$ cat src/rtl/riscv_wb_trace_if.sv
// -----------------------------------------------------------------------------
// riscv_wb_trace_if
// Bundles the signals between the core writeback stage, the trace FIFO and the
// trace consumer. clk_i/rst_ni are not part of the bundle.
//
//   Core side    : trace_en_i, flush_i, wb_valid_i, wb_rd_i, wb_value_i, wb_pc_i
//   Consumer side: trace_valid_o, trace_ready_i, trace_rd_o, trace_value_o,
//                  trace_seq_o, trace_pc_o
//   Status       : level_o (occupancy), drop_count_o (saturating drop count)
//
// Modports:
//   master - the environment (core + consumer) driving the trace unit
//   slave  - the trace unit itself
// Parameters must match those given to riscv_wb_trace.
// -----------------------------------------------------------------------------
interface riscv_wb_trace_if #(
   parameter int DEPTH = 8,
   parameter int SEQ_W = 16
);
   localparam int LW = $clog2(DEPTH) + 1;

   logic             trace_en_i;
   logic             flush_i;
   logic             wb_valid_i;
   logic [4:0]       wb_rd_i;
   logic [31:0]      wb_value_i;
   logic [31:0]      wb_pc_i;
   logic             trace_valid_o;
   logic             trace_ready_i;
   logic [4:0]       trace_rd_o;
   logic [31:0]      trace_value_o;
   logic [SEQ_W-1:0] trace_seq_o;
   logic [31:0]      trace_pc_o;
   logic [LW-1:0]    level_o;
   logic [15:0]      drop_count_o;

   modport master (
      output trace_en_i, flush_i, wb_valid_i, wb_rd_i, wb_value_i, wb_pc_i,
      output trace_ready_i,
      input  trace_valid_o, trace_rd_o, trace_value_o, trace_seq_o, trace_pc_o,
      input  level_o, drop_count_o
   );

   modport slave (
      input  trace_en_i, flush_i, wb_valid_i, wb_rd_i, wb_value_i, wb_pc_i,
      input  trace_ready_i,
      output trace_valid_o, trace_rd_o, trace_value_o, trace_seq_o, trace_pc_o,
      output level_o, drop_count_o
   );
endinterface

$ cat src/rtl/riscv_wb_trace.sv
// -----------------------------------------------------------------------------
// riscv_wb_trace
// Captures register-file writebacks (rd != x0, while tracing is enabled) into a
// DEPTH-entry FIFO, tagging each with a wrapping sequence number so a consumer
// can detect entries lost to a full FIFO or a flush.
//
// Ports:
//   clk_i   - single clock, rising edge
//   rst_ni  - asynchronous active-low reset
//   bus     - riscv_wb_trace_if.slave (writeback input, trace output, status)
//
// Parameters:
//   DEPTH   - FIFO entries, power of two, >= 2
//   SEQ_W   - sequence number width
//
// Build option:
//   WB_TRACE_PC_EN - when defined, each entry also stores wb_pc_i and presents
//                    it on trace_pc_o; otherwise trace_pc_o is tied to 0.
// -----------------------------------------------------------------------------
module riscv_wb_trace #(
   parameter int DEPTH = 8,
   parameter int SEQ_W = 16
) (
   input logic             clk_i,
   input logic             rst_ni,
   riscv_wb_trace_if.slave bus
);
   localparam int AW = $clog2(DEPTH);
   localparam int PW = AW + 1;

   typedef struct packed {
      logic [4:0]       rd;
      logic [31:0]      value;
      logic [SEQ_W-1:0] seq;
   } entry_t;

   logic [PW-1:0]    wr_ptr, rd_ptr;
   logic [SEQ_W-1:0] seq_cnt;
   logic [15:0]      drop_cnt;
   entry_t           mem [DEPTH];
   entry_t           head;

   logic capture, empty, full, pop, push, drop;

   // Pointers carry an extra wrap bit: equal means empty, differing only in the
   // wrap bit means full.
   assign empty   = (wr_ptr == rd_ptr);
   assign full    = (wr_ptr[AW] != rd_ptr[AW]) &&
                    (wr_ptr[AW-1:0] == rd_ptr[AW-1:0]);
   assign capture = bus.trace_en_i && bus.wb_valid_i && (bus.wb_rd_i != 5'd0);
   assign pop     = !empty && bus.trace_ready_i;
   // A pop in the same cycle frees the slot, so a full FIFO can still accept.
   assign push    = capture && (!full || pop);
   assign drop    = capture && full && !pop;

   // NOTE: sequential state uses non-blocking assignments so every register
   // samples pre-edge values, independent of statement order.
   always_ff @(posedge clk_i or negedge rst_ni) begin
      if (!rst_ni) begin
         wr_ptr   <= '0;
         rd_ptr   <= '0;
         seq_cnt  <= '0;
         drop_cnt <= '0;
      end else begin
         // Every capture consumes a sequence number, even if dropped or
         // flushed, so the consumer sees the gap.
         if (capture) seq_cnt <= seq_cnt + SEQ_W'(1);
         if (bus.flush_i) begin
            wr_ptr <= '0;
            rd_ptr <= '0;
         end else begin
            if (push) wr_ptr <= wr_ptr + PW'(1);
            if (pop)  rd_ptr <= rd_ptr + PW'(1);
            if (drop && (drop_cnt != 16'hFFFF)) drop_cnt <= drop_cnt + 16'd1;
         end
      end
   end

   // NOTE: storage has no reset; entries are only observable once the write
   // pointer has passed them, so resetting them would buy nothing.
   always_ff @(posedge clk_i) begin
      if (push && !bus.flush_i) begin
         mem[wr_ptr[AW-1:0]] <= '{rd: bus.wb_rd_i, value: bus.wb_value_i, seq: seq_cnt};
      end
   end

   assign head = mem[rd_ptr[AW-1:0]];

   assign bus.trace_valid_o = !empty;
   assign bus.trace_rd_o    = head.rd;
   assign bus.trace_value_o = head.value;
   // Sequence output is forced to 0 while empty so it reads 0 out of reset
   // even though the storage itself is never cleared.
   assign bus.trace_seq_o   = empty ? '0 : head.seq;
   assign bus.level_o       = wr_ptr - rd_ptr;
   assign bus.drop_count_o  = drop_cnt;

`ifdef WB_TRACE_PC_EN
   logic [31:0] pc_mem [DEPTH];

   always_ff @(posedge clk_i) begin
      if (push && !bus.flush_i) pc_mem[wr_ptr[AW-1:0]] <= bus.wb_pc_i;
   end

   assign bus.trace_pc_o = pc_mem[rd_ptr[AW-1:0]];
`else
   assign bus.trace_pc_o = 32'h0;
`endif

endmodule

$ cat src/flat_wrapper.sv
// flat-port wrapper written by rule: the top's interface ports become plain ports
module riscv_wb_trace_flat 
#(
   parameter int DEPTH = 8,
   parameter int SEQ_W = 16
)
  (clk_i, rst_ni, bus_trace_en_i, bus_flush_i, bus_wb_valid_i, bus_wb_rd_i, bus_wb_value_i, bus_wb_pc_i, bus_trace_ready_i, bus_trace_valid_o, bus_trace_rd_o, bus_trace_value_o, bus_trace_seq_o, bus_trace_pc_o, bus_level_o, bus_drop_count_o);
  riscv_wb_trace_if #(.DEPTH(DEPTH), .SEQ_W(SEQ_W)) bus_i ();
  input logic clk_i;
  input logic rst_ni;
  input wire logic [$bits(bus_i.trace_en_i)-1:0] bus_trace_en_i;
  input wire logic [$bits(bus_i.flush_i)-1:0] bus_flush_i;
  input wire logic [$bits(bus_i.wb_valid_i)-1:0] bus_wb_valid_i;
  input wire logic [$bits(bus_i.wb_rd_i)-1:0] bus_wb_rd_i;
  input wire logic [$bits(bus_i.wb_value_i)-1:0] bus_wb_value_i;
  input wire logic [$bits(bus_i.wb_pc_i)-1:0] bus_wb_pc_i;
  input wire logic [$bits(bus_i.trace_ready_i)-1:0] bus_trace_ready_i;
  output wire logic [$bits(bus_i.trace_valid_o)-1:0] bus_trace_valid_o;
  output wire logic [$bits(bus_i.trace_rd_o)-1:0] bus_trace_rd_o;
  output wire logic [$bits(bus_i.trace_value_o)-1:0] bus_trace_value_o;
  output wire logic [$bits(bus_i.trace_seq_o)-1:0] bus_trace_seq_o;
  output wire logic [$bits(bus_i.trace_pc_o)-1:0] bus_trace_pc_o;
  output wire logic [$bits(bus_i.level_o)-1:0] bus_level_o;
  output wire logic [$bits(bus_i.drop_count_o)-1:0] bus_drop_count_o;
  assign bus_i.trace_en_i = bus_trace_en_i;
  assign bus_i.flush_i = bus_flush_i;
  assign bus_i.wb_valid_i = bus_wb_valid_i;
  assign bus_i.wb_rd_i = bus_wb_rd_i;
  assign bus_i.wb_value_i = bus_wb_value_i;
  assign bus_i.wb_pc_i = bus_wb_pc_i;
  assign bus_i.trace_ready_i = bus_trace_ready_i;
  assign bus_trace_valid_o = bus_i.trace_valid_o;
  assign bus_trace_rd_o = bus_i.trace_rd_o;
  assign bus_trace_value_o = bus_i.trace_value_o;
  assign bus_trace_seq_o = bus_i.trace_seq_o;
  assign bus_trace_pc_o = bus_i.trace_pc_o;
  assign bus_level_o = bus_i.level_o;
  assign bus_drop_count_o = bus_i.drop_count_o;
  riscv_wb_trace #(.DEPTH(DEPTH), .SEQ_W(SEQ_W)) u_core (.clk_i(clk_i), .rst_ni(rst_ni), .bus(bus_i));
endmodule
$ cat config.mk
export PLATFORM = sky130hd
export DESIGN_NAME = riscv_wb_trace_flat
export DESIGN_NICKNAME = d
export VERILOG_FILES = /design/src/rtl/riscv_wb_trace_if.sv /design/src/rtl/riscv_wb_trace.sv /design/src/flat_wrapper.sv
export SDC_FILE = /design/constraint.sdc
export NUM_CORES = 1
export LEC_CHECK = 0
export ABC_AREA = 1
export CAP_MARGIN = 20
export CORE_ASPECT_RATIO = 1.1
export CORE_UTILIZATION = 30
export CTS_BUF_LIST = sky130_fd_sc_hd__clkbuf_2 sky130_fd_sc_hd__clkbuf_4 sky130_fd_sc_hd__clkbuf_8
export CTS_CLUSTER_DIAMETER = 60
export CTS_CLUSTER_SIZE = 24
export DETAILED_ROUTE_END_ITERATION = 16
export PLACE_DENSITY = 0.47
export SLEW_MARGIN = 30
export SYNTH_ARGS = -nofsm -noshare
export SYNTH_HDL_FRONTEND = slang
export SYNTH_SLANG_ARGS = --single-unit
$ cat constraint.sdc
create_clock -name clk_i -period 7.29 [get_ports clk_i]
set_input_delay 1.458 -clock clk_i [delete_from_list [all_inputs] [get_ports clk_i]]
set_output_delay 1.458 -clock clk_i [all_outputs]
set_load 0.01 [all_outputs]
## After elaboration in Yosys (flattened, before gate mapping)

Memory sizes are Yosys's and may differ from the RTL's.
Cells that the tools add are included.

- Input port bits: 75
- Flip-flop bits (word level): 40
- Memories kept: 1
- Word-level logic and storage cells: 40
- Bits in writable memories: 424
- Output and inout bits: 106

Memory list:

| name | depth | width | read ports | clocked after memory_dff | wr ports | line | text |
|---|---|---|---|---|---|---|---|
| u_core.mem | 8 | 53 | 1 | 0 | 1 | riscv_wb_trace.sv:40 | `entry_t mem [DEPTH];` |

- Equality and inequality tests: 4
- Muxes and demuxes: 7
- Reduce and logical (&&, ||, !) cells: 18
- Bitwise logic cells: 1
- Add/subtract/negate cells: 5

Operators with widths:

| cell | count |
|---|---|
| 16-bit by 1-bit adder with 16-bit output (second input constant) | 2 |
| 16-bit 2-to-1 mux | 1 |
| 4-bit 2-to-1 mux | 4 |
| 16-bit inequality test (second input constant) | 1 |
| 1-bit logical AND | 9 |
| 4-bit by 1-bit adder with 4-bit output (second input constant) | 2 |
| 5-bit nonzero test | 1 |
| 4-bit equality test | 1 |
| 1-bit logical NOT | 4 |
| 2-bit nonzero test | 2 |
| 4-bit subtractor | 1 |
| 3-bit equality test | 1 |
| 1-bit 2-to-1 mux | 2 |
| 2-bit AND reduction | 1 |
| 1-bit logical OR | 1 |
| 1-bit inequality test | 1 |
| 1-bit inverter | 1 |

## Depth between registers and ports, before layout

- Depth in word-level cells: 8
- Mapped depth: 12
- Mapped depth without buffers: 9

## Worst setup path after synthesis

No wires, ideal clock.

- Path type: input to register
- Start point: input port bus_wb_rd_i[3]
- End point: memory u_core.mem[3][0] (netlist bit) (enable)
- Setup slack: 1001 ps
- Data required time: 6761 ps
- Arrival time: 5760 ps
- Stages on the path: 7
- Library setup time: 529 ps
- Path buffers: 1
- Cell sequence: nor2_1 nand3b_1 nand2_1 nor2_2 buf_2 nand2_1 nor3_1

- Word-level cells in the longest chain between the ends: 6

Ends and longest elaborated chain:

| what | line | text |
|---|---|---|
| start, declared | flat_wrapper.sv:14 | `input wire logic [$bits(bus_i.wb_rd_i)-1:0] bus_wb_rd_i;` |
| 5-bit nonzero test | riscv_wb_trace.sv:50 | `assign capture = bus.trace_en_i && bus.wb_valid_i && (bus.wb_rd_i != 5'd0);` |
| 1-bit logical AND | riscv_wb_trace.sv:50 |  |
| 1-bit logical AND | riscv_wb_trace.sv:53 | `assign push = capture && (!full \|\| pop);` |
| 1-bit logical AND | riscv_wb_trace.sv:82 | `if (push && !bus.flush_i) begin` |
| 1-bit 2-to-1 mux | riscv_wb_trace.sv:82 |  |
| 1-bit 2-to-1 mux (not written as such) | riscv_wb_trace.sv:83 | `mem[wr_ptr[AW-1:0]] <= '{rd: bus.wb_rd_i, value: bus.wb_value_i, seq: seq_cnt};` |
| end, declared | riscv_wb_trace.sv:40 |  |

No other way between the ends.

## Final worst setup path

- Start point: register u_core.rd_ptr[1]
- End point: output port bus_trace_seq_o[14]

- Word-level cells in the longest chain between the ends: 2
- Elaborated cells on any way between the ends: 3
- Classes of those cells: eq/ne (1); mux (1); memory (1)

Ends and longest elaborated chain:

| what | line | text |
|---|---|---|
| start, declared | riscv_wb_trace.sv:37 | `logic [PW-1:0] wr_ptr, rd_ptr;` |
| start signal, assigned | riscv_wb_trace.sv:73 | `if (pop) rd_ptr <= rd_ptr + PW'(1);` |
| memory read 8 x 53 bit or 4-bit equality test (tied branches) | -- |  |
| 16-bit 2-to-1 mux * | riscv_wb_trace.sv:94 | `assign bus.trace_seq_o = empty ? '0 : head.seq;` |
| end, declared | flat_wrapper.sv:21 | `output wire logic [$bits(bus_i.trace_seq_o)-1:0] bus_trace_seq_o;` |

Every way passes the cells marked *; elsewhere a longest branch is shown, timed or not.

==> impl_metrics.tcl <==
set metrics [dict create \
    die_height_um 267 \
    finalHoldWorstSlack_ns 0.541 \
    reg2reg_setup_slack_ns 3.46 \
    place_ws_ns 1.84 \
    worstSetupEndpoint "bus_trace_seq_o[14]" \
    irDropWorstVdd_mv 0.0978 \
    placed_cells 2464 \
    fin_crit_sh_pct 73.2 \
    cp-start-kind "flip-flop" \
    end_kind "output pin" \
    rows 96 \
    pwr-share-seq_pct 56.5 \
    antenna_found_initial 3 \
    highest_layer "met5" \
    hp-class "flip-flop to flip-flop" \
    wl_met3_um 1840 \
    required_ns 5.83 \
    clkTransAtPathRegs_ns 0.10 \
    seq_area_frac_synth_pct 71.9 \
    reg2reg_depth 8 \
    critical_path.max_fanout 69 \
    grt_pass1_wl_um 74200 \
    period_minus_slack_ns 5.33 \
    drive_above_1_share_pct 6.76 \
    fin_total_pwr_mw 5.40 \
    synth.top_cells.by_area "edfxtp_1, o21ai_0, nor2_1" \
    worstMarginPinSlew_ns 0.928 \
    power_switching_mw 1.51 \
    first_pass_iters 5 \
    cts_buffers 39 \
    fp.dieW_um 243 \
    fin_area_um2 22000 \
    pwr-share-clk_pct 30.4 \
    routed_via_density 4.72 \
    synth_commonest_cells "edfxtp_1, nor2_1, nand2_1" \
    port_buffers 116 \
    cts_resized 0 \
    ios 181 \
    grt_max_degree 134 \
    p_int_mw 3.89 \
    wl_met2_um 24100 \
    post-synth-top-count-cell "edfxtp_1" \
    final_cells 2536 \
    die-area_um2 64700 \
    synth.avg_cell_area_um2 12.1 \
    grt_pass1_vias 12200 \
    worstSetupPathType "flip-flop to output pin" \
    htreeDepth 2 \
    initial_core_util_pct 30.5 \
    synthArstFlopShare_pct 8.62 \
    rsz0062_at_grt "no" \
    fin_util_pct 35.0 \
    p_per_area_nw_per_um2 246 \
    r2r-end "u_core.mem[0][17]" \
    drtAntennaViolNets 0 \
    p_leak_nw 7.60 \
    worstSetupStartpoint "u_core.rd_ptr[1]" \
    setup_tns_ns 0 \
    yosysWarnings 0 \
    dp_hpwl_um 25000 \
    post-synth-top-area-fraction_pct 66.7 \
    synth_edf_count 424 \
    tritoncts "yes" \
    cts-root-buf "clkbuf_8" \
    place_congestion 0.768 \
    synth_top_flop_cell "edfxtp_1" \
    comb_power_share_pct 13.2 \
    post_cts.repair.setup_buffers 0 \
    wl_per_cell_um 19.2 \
    maxSlewViolCount 0 \
    grt.total_usage_pct 15.1 \
    final_nets 1755 \
    maxCapViolCount 0 \
    clockBufferDepth 3 \
    grt.overflow.total 0 \
    max_slew_margin_pct 38.0 \
    fmax_mhz 187 \
    cts_hold_buf 0 \
    coreArea_um2 62700 \
    cts.sinks 464 \
    syn_inst 1584 \
    num-fill-cells 6169 \
    syn_to_final_growth_pct 15.0 \
    arrival_ns 3.88 \
    status "finished, final reports clean" \
    layout_setup_ws_ns 1.96 \
    hold_violations 0 \
    swShare_pct 28.0 \
    skew_ns 0.0584 \
    drc_errors 0 \
    finalWirelength_um 48700 \
    reg2reg_from "u_core.rd_ptr[2]" \
    ys_ff_latch 464 \
    setup_viol 0 \
    ys_types 37 \
    via_count 12000 \
    drt-initial-drc-count 606 \
    synth_top_area_cell "edfxtp_1" \
    post_dp_cell_area_um2 21100 \
    met1_length_um 21800 \
    clk_latency_ns 0.65 \
    syn_area_um2 19100 \
]
[how the worst min path moves through the flow]
| stage | start | endpoint | cells after the start | slack (ns) |
|---|---|---|---|---|
| floorplan | u_core.bus.drop_count_o[1] | u_core.bus.drop_count_o[1] | 2 | 0.54 |
| global placement | u_core.bus.drop_count_o[1] | u_core.bus.drop_count_o[1] | 2 | 0.52 |
| detailed placement | u_core.bus.drop_count_o[0] | u_core.bus.drop_count_o[0] | 2 | 0.52 |
| CTS | u_core.bus.drop_count_o[0] | u_core.bus.drop_count_o[0] | 2 | 0.55 |
| global route | u_core.bus.drop_count_o[0] | u_core.bus.drop_count_o[0] | 2 | 0.60 |
| finish | u_core.bus.drop_count_o[0] | u_core.bus.drop_count_o[0] | 2 | 0.54 |
[area by class of cell]
| class | instances | area (um^2) | area share, % |
|---|---|---|---|
| repair buffers | 136 | 1400 | 6.35 |
| diodes | 1 | 2.50 | 0.0114 |
| clock buffers | 45 | 601 | 2.73 |
| multi-input cells | 997 | 4760 | 21.7 |
| inverters | 34 | 135 | 0.615 |
| flip-flops and latches | 464 | 13700 | 62.6 |
| clock inverters | 26 | 285 | 1.30 |
| well taps | 833 | 1040 | 4.75 |
[worst max-delay path: stages, from the launching register on]
cell and delay [ns]:
dfrtp_4 0.91, buf_4 0.78, o21ai_0 0.23, o22ai_1 0.24
nor2_1 0.06, nor2_1 0.34, clkdlybuf4s50_1 0.61
[power by group through the flow]
| stage | clock network [mW] | registers, mW | logic (mW) |
|---|---|---|---|
| finish | 1.64 | 3.05 | 0.710 |
| global route | 1.80 | 3.06 | 0.793 |
| CTS | 1.71 | 3.05 | 0.728 |
| detailed placement | 0 | 3.11 | 0.725 |
| global placement | 0 | 3.10 | 0.719 |
| floorplan | 0 | 3.08 | 0.425 |
[routing by layer]
| metal | global-route usage, % | vias up |
|---|---|---|
| li1 | - | 5725 |
| met1 | 19.1 | 5958 |
| met2 | 26.5 | 220 |
| met3 | 2.83 | 68 |
| met4 | 3.88 | 6 |
| met5 | 0 | - |
[logic make-up after synthesis]
family,share of synthesized area [%]
simple gates,12.5
flops,71.9
compound gates,9.64
buf+inv,4.04
xor+xnor,1.32
fa+ha+maj,0.563
other cells,0.0196
[placed cells by master (no fill, tap or decap), types with 4 or more instances in the layout]
| cell type | count |
|---|---|
| nor2_4 | 6 |
| nand3_1 | 15 |
| buf_4 | 10 |
| clkdlybuf4s50_1 | 115 |
| edfxtp_1 | 424 |
| buf_12 | 4 |
| xnor2_1 | 13 |
| clkinv_8 | 5 |
| nand3b_1 | 5 |
| nand4_1 | 10 |
| inv_8 | 6 |
| inv_6 | 4 |
| buf_6 | 5 |
| ha_1 | 7 |
| o211ai_1 | 16 |
| inv_1 | 31 |
| nand2_1 | 246 |
| clkinv_4 | 4 |
| o22ai_1 | 90 |
| xor2_1 | 14 |
| clkinv_1 | 4 |
| conb_1 | 32 |
| o21ai_0 | 228 |
| dfrtp_1 | 37 |
| clkbuf_8 | 42 |
| nor2_1 | 295 |
[flip-flops by register name, indices dropped and copies added, names as in the netlist]
| name | count |
|---|---|
| u_core.mem | 424 |
| u_core.bus.drop_count_o | 16 |
| u_core.seq_cnt | 16 |
| u_core.rd_ptr | 4 |
| u_core.wr_ptr | 4 |
No activity file was read; power rests on OpenSTA's default activity.
